--- src/rtl/pow_pkg.sv ---
// Shared types and constants for the round-robin power arbiter and its engine.
package pow_pkg;

  typedef enum logic [1:0] {
    IDLE  = 2'd0,
    ISSUE = 2'd1,
    WAIT  = 2'd2,
    DONE  = 2'd3
  } arb_state_t;

  localparam logic READY = 1'b0;
  localparam logic BUSY  = 1'b1;

  // Selector width sized for the largest legal requester count so any N fits.
  localparam int N_MAX = 8;
  localparam int IW    = $clog2(N_MAX);

endpackage

--- src/rtl/pow_engine.sv ---
// Iterative square-and-multiply engine computing inx^inn mod 2^XW, one step per cycle.
module pow_engine
  import pow_pkg::*;
#(
  parameter int XW = 16,
  parameter int NW = 8
) (
  input  logic          clk,
  input  logic          nrst,
  input  logic          start,
  input  logic [XW-1:0] inx,
  input  logic [NW-1:0] inn,
  output logic          ready,
  output logic [XW-1:0] out
);

  logic          state;
  logic [XW-1:0] xr;
  logic [NW-1:0] nr;
  logic [XW-1:0] acc;

  // start is only honoured while ready; a start in BUSY is dropped.
  always_ff @(posedge clk or negedge nrst) begin
    if (!nrst) begin
      state <= READY;
      xr    <= '0;
      nr    <= '0;
      acc   <= '0;
      out   <= '0;
    end else begin
      case (state)
        READY: begin
          if (start) begin
            xr    <= inx;
            nr    <= inn;
            acc   <= XW'(1);
            state <= BUSY;
          end
        end
        default: begin
          if (nr == '0) begin
            out   <= acc;
            state <= READY;
          end else if (nr[0]) begin
            acc <= acc * xr;
            nr  <= nr - 1'b1;
          end else begin
            xr <= xr * xr;
            nr <= nr >> 1;
          end
        end
      endcase
    end
  end

  assign ready = (state == READY);

endmodule

--- src/rtl/pow_arbiter.sv ---
// Round-robin scheduler sharing one pow_engine among N requesters; one job at a time.
module pow_arbiter
  import pow_pkg::*;
#(
  parameter int N  = 4,
  parameter int XW = 16,
  parameter int NW = 8
) (
  input  logic            clk,
  input  logic            nrst,
  input  logic [N-1:0]    req,
  input  logic [N*XW-1:0] x_in,
  input  logic [N*NW-1:0] n_in,
  output logic [N-1:0]    gnt,
  output logic [N-1:0]    done,
  output logic [XW-1:0]   res,
  output logic            busy
);

  arb_state_t    state, state_nxt;
  logic [IW-1:0] ptr;
  logic [IW-1:0] sel;
  logic          eng_start;
  logic          eng_ready;
  logic [XW-1:0] eng_x;
  logic [XW-1:0] eng_out;
  logic [NW-1:0] eng_n;

  // Offsets scanned from farthest to nearest so the nearest requester to ptr wins.
  function automatic logic [IW-1:0] rr_pick(input logic [N-1:0] r, input logic [IW-1:0] p);
    int idx;
    rr_pick = p;
    for (int i = N - 1; i >= 0; i--) begin
      idx = (int'(p) + i) % N;
      if (((r >> idx) & N'(1)) != '0) rr_pick = IW'(idx);
    end
  endfunction

  always_comb begin
    state_nxt = state;
    case (state)
      IDLE:    if (|req) state_nxt = ISSUE;
      ISSUE:   state_nxt = WAIT;
      WAIT:    if (eng_ready) state_nxt = DONE;
      DONE:    state_nxt = IDLE;
      default: state_nxt = IDLE;
    endcase
  end

  always_ff @(posedge clk or negedge nrst) begin
    if (!nrst) begin
      state <= IDLE;
      ptr   <= '0;
      sel   <= '0;
      res   <= '0;
    end else begin
      state <= state_nxt;
      if (state == IDLE && |req) sel <= rr_pick(req, ptr);
      if (state == WAIT && eng_ready) res <= eng_out;
      if (state == DONE) ptr <= (int'(sel) >= N - 1) ? '0 : sel + 1'b1;
    end
  end

  always_comb begin
    eng_x = '0;
    eng_n = '0;
    for (int i = 0; i < N; i++) begin
      if (sel == IW'(i)) begin
        eng_x = x_in[i*XW +: XW];
        eng_n = n_in[i*NW +: NW];
      end
    end
  end

  assign eng_start = (state == ISSUE);
  assign busy      = (state != IDLE);
  assign gnt       = busy ? (N'(1) << sel) : '0;
  assign done      = (state == DONE) ? (N'(1) << sel) : '0;

  pow_engine #(.XW(XW), .NW(NW)) u_engine (
    .clk   (clk),
    .nrst  (nrst),
    .start (eng_start),
    .inx   (eng_x),
    .inn   (eng_n),
    .ready (eng_ready),
    .out   (eng_out)
  );

endmodule

--- config.mk ---
export PLATFORM = sky130hd
export DESIGN_NAME = pow_arbiter
export DESIGN_NICKNAME = d
export VERILOG_FILES = /design/src/rtl/pow_pkg.sv /design/src/rtl/pow_engine.sv /design/src/rtl/pow_arbiter.sv
export SDC_FILE = /design/constraint.sdc
export NUM_CORES = 1
export LEC_CHECK = 0
export ABC_AREA = 1
export CORE_AREA = 2 2 152 154
export DETAILED_ROUTE_END_ITERATION = 16
export DIE_AREA = 0 0 154 156
export GPL_TIMING_DRIVEN = 0
export MAX_ROUTING_LAYER = met4
export PLACE_DENSITY_LB_ADDON = 0.1
export SYNTH_ARGS = -nofsm -noshare
export SYNTH_HDL_FRONTEND = slang
export SYNTH_SLANG_ARGS = --single-unit
--- constraint.sdc ---
create_clock -name clk -period 5.8 [get_ports clk]
set_input_delay 0.58 -clock clk [delete_from_list [all_inputs] [get_ports clk]]
set_output_delay 0.58 -clock clk [all_outputs]
set_load 0.03 [all_outputs]
==> run metrics <==
run status=completed; first-pass GRT wire length=55.7 mm; die area=24000 sq um; count of flip-flops with a built-in enable after synthesis=0; detail-routed net length per standard cell=~16 um; I/O pin count=127; kind of end point of the critical path=flip-flop; relative max-transition margin=0.493; number of global-route vias before repair=11097; CTS H-tree depth=3; flip-flop and latch count after synthesis=80; count of pins over their slew limit=0; placed cell count=2092; # hold bufs at CTS=0; worst min-delay path category=input pin to asynchronous set/reset pin; via count=10980; Crit Path Class=flip-flop to flip-flop; post-route clock period utilization=0.958; TritonCTS Sinks=80; pin count of the biggest net entering global routing=between 40 and 50; fraction of post-synthesis cell area in the top cell type by area=0.242; max_cap viols=0; clock tree from TritonCTS=built; DRT Wirelength=33.8 mm; row cnt=55; Mapped Area=12200 sq um; highest achievable clock rate=180 MHz; Finished Layout Cells=2102; syn nets=2036; largest clock skew in the final design=0.0125 ns; core region area=22400 sq um; Initial Util=0.544; antenna violations before repair=0; Worst Setup Start Kind=flip-flop; CTS clock-pin slew for the worst setup and hold paths=~0.060 ns; most frequently used flop master after synthesis=sky130_fd_sc_hd__dfrtp_1; drt first-iter violations=~600; critical path arrival=5.79 ns; critical path peak fanout=10; layout net count=~2200; crit path setup slack, layout=between 0.2 and 0.25 ns; Final setup violation count=0; number of buffers on the longest clock path=2; diode count=0; share of flip-flops with an asynchronous set or reset=1.00; width of the die=154 um; gpl congestion=0.954; CP required=6.03 ns; residual antenna-violating net count after detailed routing=0; Yosys Warn Count=0; Via-to-Cell Ratio=between 5 and 6; synthesized instance count=1680; Syn Area/Cell=~7.2 sq um; Setup WS pre-CTS=-0.559 ns; depth of the worst register-to-register path=22; first-pass iteration count of the detailed router=6; post-layout utilization of the core=0.634; most instantiated library cell after synthesis=sky130_fd_sc_hd__nand2_1; final hold violation count=0; Syn-to-layout area delta=16.5%; global-route usage over all layers=0.303; reg-to-reg critical path endpoint=u_engine.xr[14]; actual slew at the worst max-slew pin=0.761 ns; final critical-path required period=5.56 ns; count of distinct cell types in the synthesized netlist=54; Register-to-Register Setup Slack=0.24 ns; root buffer cell=sky130_fd_sc_hd__clkbuf_16; post-detail-place hpwl=around 28 mm; cell types with the largest area share after synthesis=sky130_fd_sc_hd__fa_1 24%, sky130_fd_sc_hd__dfrtp_1 16%, sky130_fd_sc_hd__nand2_1 15%, sky130_fd_sc_hd__inv_1 13%, sky130_fd_sc_hd__ha_1 11%; vertical extent of the die=156 um; sequential area share after synthesis=0.165; Remaining DRCs=0; Commonest cells post-synth=474 x sky130_fd_sc_hd__nand2_1, 409 x sky130_fd_sc_hd__inv_1, 147 x sky130_fd_sc_hd__fa_1; clock insertion delay at the later pin of the skew report=0.35 ns; buffers added on ports=around 130; fraction of final layout cells with drive strength greater than 1=0.0429; cell type with the highest aggregate area in the netlist=sky130_fd_sc_hd__fa_1; startpoint of the worst register-to-register path=u_engine.xr[3]; aggregate global routing overflow=0; TritonCTS buffer count=9
-- sequential cells by signal, indices dropped and copies added, names as in the netlist, named ones only --
signal	flops
ptr	2
res	16
sel	3
state	2
u_engine.acc	16
u_engine.nr	7
u_engine.out	16
u_engine.state	1
u_engine.xr	16
-- stage by stage --
stage | cell area (sq um) | setup TNS [ns] | hold slack [ns]
after detailed placement | 13800 | -2.87 | 0.472
final | 14200 | 0 | 0.191
after floorplan | 12200 | 0 | 0.284
after CTS | 14100 | 0 | 0.205
after global placement | 13800 | -2.90 | 0.469
after global routing | 14200 | -0.0199 | 0.225
-- kinds of logic (layout without fill, tap and decap cells) --
kind of cell,after synthesis,in the layout,synth area share
compound gates,222,222,0.105
xor+xnor,33,33,0.0238
fa+ha+maj,254,254,0.352
buf+inv,485,622,0.153
flops,80,80,0.165
mux,1,1,0.000823
simple gates,605,605,0.201
-- layout by cell type (no fill, tap or decap), drive strengths merged, types with 28 or more instances in the layout --
cell type	instances
nand2	476
inv	412
fa	147
clkdlybuf4s50	125
o21ai	110
ha	107
dfrtp	80
nand3	60
a21oi	56
nor2	49
clkbuf	48
buf	28
-- worst max-delay path, stage by stage, from the launching register on --
cell and delay (ns):
sky130_fd_sc_hd__dfrtp_1 0.37, sky130_fd_sc_hd__clkbuf_4 0.22, sky130_fd_sc_hd__clkbuf_8 0.21, sky130_fd_sc_hd__nand2_1 0.13, sky130_fd_sc_hd__fa_1 0.52, sky130_fd_sc_hd__fa_1 0.55, sky130_fd_sc_hd__inv_1 0.06, sky130_fd_sc_hd__fa_1 0.50
sky130_fd_sc_hd__inv_1 0.05, sky130_fd_sc_hd__fa_1 0.53, sky130_fd_sc_hd__inv_1 0.05, sky130_fd_sc_hd__fa_1 0.49, sky130_fd_sc_hd__inv_1 0.05, sky130_fd_sc_hd__fa_1 0.49, sky130_fd_sc_hd__inv_1 0.06, sky130_fd_sc_hd__ha_4 0.29
sky130_fd_sc_hd__inv_1 0.05, sky130_fd_sc_hd__o21ai_0 0.19, sky130_fd_sc_hd__inv_1 0.10, sky130_fd_sc_hd__o2111ai_2 0.21, sky130_fd_sc_hd__a21oi_1 0.11, sky130_fd_sc_hd__o21ai_2 0.12, sky130_fd_sc_hd__a2bb2oi_1 0.08
-- cell type report --
cell class | instances | area (sq um)
multi-input cells | 1115 | 8340
clock inverters | 5 | 33.8
inverters | 416 | 1560
plain buffers | 62 | 347
fillers | 2111 | 8190
flip-flops and latches | 80 | 2010
clock buffers | 11 | 233
repair buffers | 128 | 1290
well taps | 285 | 357
-- worst max-delay path by stage --
stage | to | from | slack, ns
2_1_floorplan | u_engine.xr[15] | u_engine.xr[2] | 0.48
3_3_place_gp | u_engine.xr[13] | u_engine.xr[5] | -0.66
3_5_place_dp | u_engine.xr[13] | u_engine.xr[5] | -0.56
4_1_cts | u_engine.xr[11] | u_engine.xr[4] | 0.002
5_1_grt | u_engine.xr[15] | u_engine.xr[3] | -0.02
6_report | u_engine.xr[14] | u_engine.xr[3] | 0.24
-- metal layers --
metal	vias up	GRT usage	wire length, um	part of all wire
li1	5316	-	-	-
met1	5237	0.374	14500	0.43
met2	371	0.516	16100	0.48
met3	56	0.0522	2350	0.069
met4	0	0.0886	908	0.027
met5	-	-	0	0
-- what timing repair did --
action                     4_1_cts  5_1_grt
resized for setup               22       32
hold endpoints to repair         0        0
setup endpoints to repair       11       11
setup buffers                    0        1
Power is left out: the tool's default activity adds up to more than one toggle a clock period on the data nets, which glitch-free logic cannot reach.
